### src/rtl/pad_cfg_sequencer.sv
// Padring cfg/oen owner: shadow regs over req/gnt port (1-cycle response, never stalls),
// commit runs freeze -> apply -> settle with all pads forced input-only until release.
module pad_cfg_sequencer #(
    parameter int              NPADS         = 9,
    parameter int              CFGW          = 8,
    parameter int              SETTLE_CYCLES = 16,
    parameter logic [CFGW-1:0] CFG_RESET     = '0
) (
    input  logic                       clk_i,
    input  logic                       rst_i,
    input  logic                       req_i,
    input  logic                       we_i,
    input  logic [5:0]                 addr_i,
    input  logic [CFGW-1:0]            wdata_i,
    output logic                       gnt_o,
    output logic                       rvalid_o,
    output logic [CFGW-1:0]            rdata_o,
    output logic                       err_o,
    input  logic                       commit_i,
    output logic                       busy_o,
    input  logic [4*NPADS-1:0]         oen_i,
    output logic [4*NPADS-1:0]         oen_o,
    output logic [4*NPADS*CFGW-1:0]    cfg_o
);
    localparam int NENT = 4 * NPADS;
    localparam int CW   = $clog2(SETTLE_CYCLES + 1);
    localparam logic [CW-1:0] CNT_LOAD = CW'(SETTLE_CYCLES - 1);

    localparam logic [1:0] S_IDLE   = 2'd0;
    localparam logic [1:0] S_FREEZE = 2'd1;
    localparam logic [1:0] S_APPLY  = 2'd2;
    localparam logic [1:0] S_SETTLE = 2'd3;

    logic [1:0]      r_state;
    logic [CW-1:0]   r_cnt;
    logic            r_pending;
    logic [CFGW-1:0] r_shadow [NENT];
    logic [CFGW-1:0] r_active [NENT];
    logic            r_rvalid;
    logic            r_err;
    logic [CFGW-1:0] r_rdata;

    logic            w_valid_pad;
    logic [6:0]      w_flat;
    logic            w_wr;
    logic [CFGW-1:0] w_rd_dat;

    assign w_valid_pad = (addr_i[3:0] < 4'(NPADS));
    assign w_flat      = 7'(addr_i[5:4]) * 7'(NPADS) + 7'(addr_i[3:0]);
    assign w_wr        = req_i & we_i & w_valid_pad;

    always_comb begin
        w_rd_dat = '0;
        for (int i = 0; i < NENT; i++) begin
            if (w_flat == 7'(i)) w_rd_dat = r_shadow[i];
        end
    end

    always_ff @(posedge clk_i or posedge rst_i) begin
        if (rst_i) begin
            for (int i = 0; i < NENT; i++) r_shadow[i] <= CFG_RESET;
        end else begin
            for (int i = 0; i < NENT; i++) begin
                if (w_wr && (w_flat == 7'(i))) r_shadow[i] <= wdata_i;
            end
        end
    end

    // Whole array copied in one edge so the padring never sees a partial update.
    always_ff @(posedge clk_i or posedge rst_i) begin
        if (rst_i) begin
            for (int i = 0; i < NENT; i++) r_active[i] <= CFG_RESET;
        end else if (r_state == S_APPLY) begin
            for (int i = 0; i < NENT; i++) r_active[i] <= r_shadow[i];
        end
    end

    always_ff @(posedge clk_i or posedge rst_i) begin
        if (rst_i) begin
            r_rvalid <= 1'b0;
            r_err    <= 1'b0;
            r_rdata  <= '0;
        end else begin
            r_rvalid <= req_i;
            r_err    <= req_i & ~w_valid_pad;
            r_rdata  <= (req_i && !we_i && w_valid_pad) ? w_rd_dat : '0;
        end
    end

    always_ff @(posedge clk_i or posedge rst_i) begin
        if (rst_i) begin
            r_state   <= S_SETTLE;
            r_cnt     <= CNT_LOAD;
            r_pending <= 1'b0;
        end else begin
            // Commits seen mid-sequence collapse into one deferred restart.
            r_pending <= (r_state != S_IDLE) ? (r_pending | commit_i) : 1'b0;
            case (r_state)
                S_IDLE: begin
                    if (commit_i || r_pending) begin
                        r_state <= S_FREEZE;
                        r_cnt   <= CNT_LOAD;
                    end
                end
                S_FREEZE: begin
                    if (r_cnt == '0) r_state <= S_APPLY;
                    else             r_cnt   <= r_cnt - 1'b1;
                end
                S_APPLY: begin
                    r_state <= S_SETTLE;
                    r_cnt   <= CNT_LOAD;
                end
                S_SETTLE: begin
                    if (r_cnt == '0) r_state <= S_IDLE;
                    else             r_cnt   <= r_cnt - 1'b1;
                end
                default: r_state <= S_IDLE;
            endcase
        end
    end

    assign gnt_o    = req_i;
    assign rvalid_o = r_rvalid;
    assign rdata_o  = r_rdata;
    assign err_o    = r_err;
    assign busy_o   = (r_state != S_IDLE);
    assign oen_o    = (r_state == S_IDLE) ? oen_i : '1;

    for (genvar g = 0; g < NENT; g++) begin : g_cfg
        assign cfg_o[g*CFGW +: CFGW] = r_active[g];
    end
endmodule

### config.mk
export PLATFORM = sky130hd
export DESIGN_NAME = pad_cfg_sequencer
export DESIGN_NICKNAME = d
export VERILOG_FILES = /design/src/rtl/pad_cfg_sequencer.sv
export SDC_FILE = /design/constraint.sdc
export NUM_CORES = 1
export LEC_CHECK = 0
export ABC_CLOCK_PERIOD_IN_PS = 28100
export BUFFER_PORTS_ARGS = -buffer_cell sky130_fd_sc_hd__buf_4
export CAP_MARGIN = 40
export CORE_MARGIN = 2
export CORE_UTILIZATION = 46
export DETAILED_ROUTE_END_ITERATION = 10
export PLACE_DENSITY = 0.67
export SLEW_MARGIN = 20
export SYNTH_ARGS = -nofsm -noshare
export SYNTH_HDL_FRONTEND = slang
export SYNTH_SLANG_ARGS = --single-unit
### constraint.sdc
create_clock -name clk_i -period 28.1 [get_ports clk_i]
set_clock_uncertainty 0.05 [all_clocks]
set_input_delay 5.62 -clock clk_i [delete_from_list [all_inputs] [get_ports clk_i]]
set_output_delay 5.62 -clock clk_i [all_outputs]
set_load 0.005 [all_outputs]
==> run summary <==
* **top cells by instance count after synthesis** sky130_fd_sc_hd__dfrtp_1 (588), sky130_fd_sc_hd__mux2_2 (577), sky130_fd_sc_hd__nand2_1 (81), sky130_fd_sc_hd__nor2_1 (79), sky130_fd_sc_hd__clkbuf_1 (69)
* **TritonCTS sink count** 594
* **mean post-synth cell area** 13.3 µm²
* **post-route total power** 0.00305 W
* **area taken by multi-input logic gates** 10700 µm²
* **area share of the leading cell type in the synthesized netlist** 0.565
* **Setup Fix Bufs, Post-CTS** 0
* **worst vdd rail ir drop** 0.0552 mV
* **Crit Path Class** in -> out
* **top-level port count** 391
* **cts repair resizes** 0
* **residual DRC count** 0
* **Synth cell types** 81
* **# port buffers** 390
* **portion of the post-synthesis area used by sequential elements** 0.571
* **global-route wire length before repair** 127000 µm
* **count of antenna-violating nets left after detailed routing** 0
* **summed negative setup slack over all endpoints** 0 ns
* **slew at the pin with the worst max-slew slack** 1.04 ns
* **number of detailed-routing iterations run before antenna repair** 7
* **floorplan row count** 87
* **type of the worst min-delay path** reg -> reg
* **flip-flop and latch area** 14900 µm²
* **startpoint type of the worst setup path** input port
* **global route overflow** 0
* **post-synthesis instance total** 1964
* **number of nets in the layout** 2412
* **cell taking the most area after synthesis** sky130_fd_sc_hd__dfrtp_1
* **maximum fanout encountered on the critical timing path** 1
* **area overhead of the layout relative to synthesis** 23.1%
* **pin count of the biggest net entering global routing** 186
* **Final Hold Violating Endpoints** 0
* **highest clock frequency the design can meet** 85.1 MHz
* **design internal power** 0.00213 W
* **critical path required time** 22.43 ns
* **number of register bits inferred by synthesis** 594
* **vertical die dimension** 242 µm
* **switching share of total power** 0.302
* **outcome** completed
* **fraction of final layout cells sized beyond drive strength 1** 0.481
* **effective utilization at floorplan** 0.464
* **CORE AREA** 56200 µm²
* **diode count** 0
* **Detail Placement HPWL** 60500 µm
* **number of flops mapped to enable cells by yosys** 0
* **FFs w/ async S/R, synth** 1.00
* **kind of end point of the critical path** output pin
* **initial antenna violation count** 1
* **static power due to leakage** 15.8 nW
* **via count of the first global-routing pass** 19200
* **Comb power frac** 0.292
* **Final setup viols** 0
* **Final min period** 11.76 ns
* **number of synthesis warnings** 0
* **maximum number of buffers from clock root to sink** 3
* **H-tree level count** 2
* **placed instance count** 3035
* **via total after detailed routing** 19100
* **Final Cycle Share** 0.418
* **overall die area** 58600 µm²
* **Cell Count, Final, Fillers Out** 3147
* **insertion delay to the later sink of the worst-skew pair** 0.62 ns
* **number of max-slew violations in the final report** 0
* **WL per Instance** 26.9 µm
* **total CTS buffers** 60
* **part of the power in the clock network** 0.281
* **commonest register cell after synthesis** sky130_fd_sc_hd__dfrtp_1
* **power share of the sequential group** 0.426
* **combined area of all synthesized cells** 26100 µm²
* **hold-fix buffer count after cts** 0
* **cell area power density** 95.1 nW/µm²
* **number of nets in the synthesized netlist** 2032
* **clock tree from TritonCTS** done
* **Post-Route Utilization** 0.571
* **biggest area contributors in the synthesized netlist** sky130_fd_sc_hd__dfrtp_1 (56%), sky130_fd_sc_hd__mux2_2 (25%), sky130_fd_sc_hd__nand2_1 (1.2%)
* **clock transition at the registers of the reported paths** 0.06 ns
* **buffer cell driving the clock tree root** sky130_fd_sc_hd__clkbuf_16
* **Chip Width** 242 µm
* **initial drt markers** 2064
* **average via count per standard cell** 6.07
* **total of fill cells in the finished design** 4654
* **setup repair after global routing missed its margin** false
* **maximum capacitance violations** 0
* **most common cell in the netlist** sky130_fd_sc_hd__dfrtp_1
* **routability congestion estimate** 0.970
* **data arrival time of the critical path** 6.09 ns
* **post-detailed-routing wire length** 84800 µm
* **total global routing track utilization** 0.284
* **Slew headroom** 0.309
* **net load switching power** 0.000921 W
==> flip-flops by register name, indices dropped and copies added, names as in the netlist <==
signal	count
cfg_o	288
err_o	1
r_cnt	5
r_pending	1
r_shadow	288
r_state	2
rdata_o	8
rvalid_o	1
==> power groups by stage <==
stage | Sequential [W] | Combinational [W] | Clock [W]
after floorplan | 0.00124 | 0.000448 | 0
after global placement | 0.00131 | 0.000862 | 0
final | 0.00130 | 0.000891 | 0.000858
after global routing | 0.00133 | 0.000955 | 0.000905
after detailed placement | 0.00131 | 0.000886 | 0
after CTS | 0.00130 | 0.000891 | 0.000869
==> placed cells by master (no fill, tap or decap), types with 8 or more instances in the layout <==
cell and n:
sky130_fd_sc_hd__nand4_1 8, sky130_fd_sc_hd__dfrtp_1 588, sky130_fd_sc_hd__a22o_1 8, sky130_fd_sc_hd__mux2i_1 10
sky130_fd_sc_hd__inv_1 15, sky130_fd_sc_hd__nor3_2 11, sky130_fd_sc_hd__a31oi_1 10, sky130_fd_sc_hd__buf_4 413
sky130_fd_sc_hd__nand2_1 81, sky130_fd_sc_hd__a221oi_1 10, sky130_fd_sc_hd__nor2_2 10, sky130_fd_sc_hd__a21oi_1 60
sky130_fd_sc_hd__bufinv_16 11, sky130_fd_sc_hd__o22ai_1 29, sky130_fd_sc_hd__nor2_1 79, sky130_fd_sc_hd__nor4_1 8
sky130_fd_sc_hd__nand3_1 39, sky130_fd_sc_hd__ha_1 9, sky130_fd_sc_hd__mux2_2 577, sky130_fd_sc_hd__o211ai_1 13
sky130_fd_sc_hd__clkbuf_16 61, sky130_fd_sc_hd__nor3_1 31, sky130_fd_sc_hd__nand2b_1 43, sky130_fd_sc_hd__o221ai_1 8
sky130_fd_sc_hd__o21ai_0 45, sky130_fd_sc_hd__clkbuf_1 10, sky130_fd_sc_hd__clkbuf_8 9, sky130_fd_sc_hd__clkinv_2 14
sky130_fd_sc_hd__a211oi_1 10, sky130_fd_sc_hd__a22oi_1 21
==> per-layer routing <==
metal | wire length (µm) | track usage | vias up
met1 | 35000 | 0.390 | 9830
met5 | 0 | 0 | -
met4 | 3000 | 0.0935 | 0
met2 | 39200 | 0.449 | 1076
met3 | 7610 | 0.0630 | 201
li1 | - | - | 8006
==> worst max-delay path, stage by stage <==
cell and delay [ns]:
sky130_fd_sc_hd__buf_4 0.10, sky130_fd_sc_hd__nand2b_1 0.19, sky130_fd_sc_hd__buf_4 0.17
==> kinds of logic (layout without fill, tap and decap cells) <==
| group | Yosys count | after routing | synth area share |
|---|---|---|---|
| buf+inv | 126 | 553 | 0.0199 |
| compound gates | 291 | 291 | 0.0778 |
| mux | 590 | 590 | 0.256 |
| flops | 594 | 594 | 0.571 |
| simple gates | 345 | 345 | 0.0669 |
| fa+ha+maj | 13 | 13 | 0.00653 |
| xor+xnor | 5 | 5 | 0.00226 |
==> cell type report <==
cell class,count,area share
inverters,17,0.00222
flip-flops and latches,594,0.464
multi-input cells,1244,0.333
well taps,756,0.0295
clock buffers,80,0.0526
repair buffers,427,0.105
clock inverters,29,0.0135
==> stage by stage <==
stage | hold slack (ns) | worst slack, ns | cell area (µm²)
4_1_cts | 0.458 | 16.34 | 32000
3_5_place_dp | 0.441 | 16.34 | 29900
5_1_grt | 0.471 | 16.33 | 32100
2_1_floorplan | 0.408 | 5.82 | 26100
6_report | 0.458 | 16.34 | 32100
3_3_place_gp | 0.432 | 16.34 | 29700
==> final timing paths <==
kind                                        start  slack [ns]  cells past startpoint                        end
max reg2reg                r_state[1]$_DFFE_PP1P_       24.95                      6     cfg_o[116]$_DFFE_PP0P_
max in group asynchronous                   rst_i       21.19                      5      cfg_o[98]$_DFFE_PP0P_
min                          cfg_o[4]$_DFFE_PP0P_        0.46                      1       cfg_o[4]$_DFFE_PP0P_
min reg2reg                  cfg_o[4]$_DFFE_PP0P_        0.46                      1       cfg_o[4]$_DFFE_PP0P_
max                                     oen_i[19]       16.34                      3                  oen_o[19]
min in group asynchronous                   rst_i        5.07                      2  r_shadow[262]$_DFFE_PP0P_
Power figures use the tool's default switching activity.
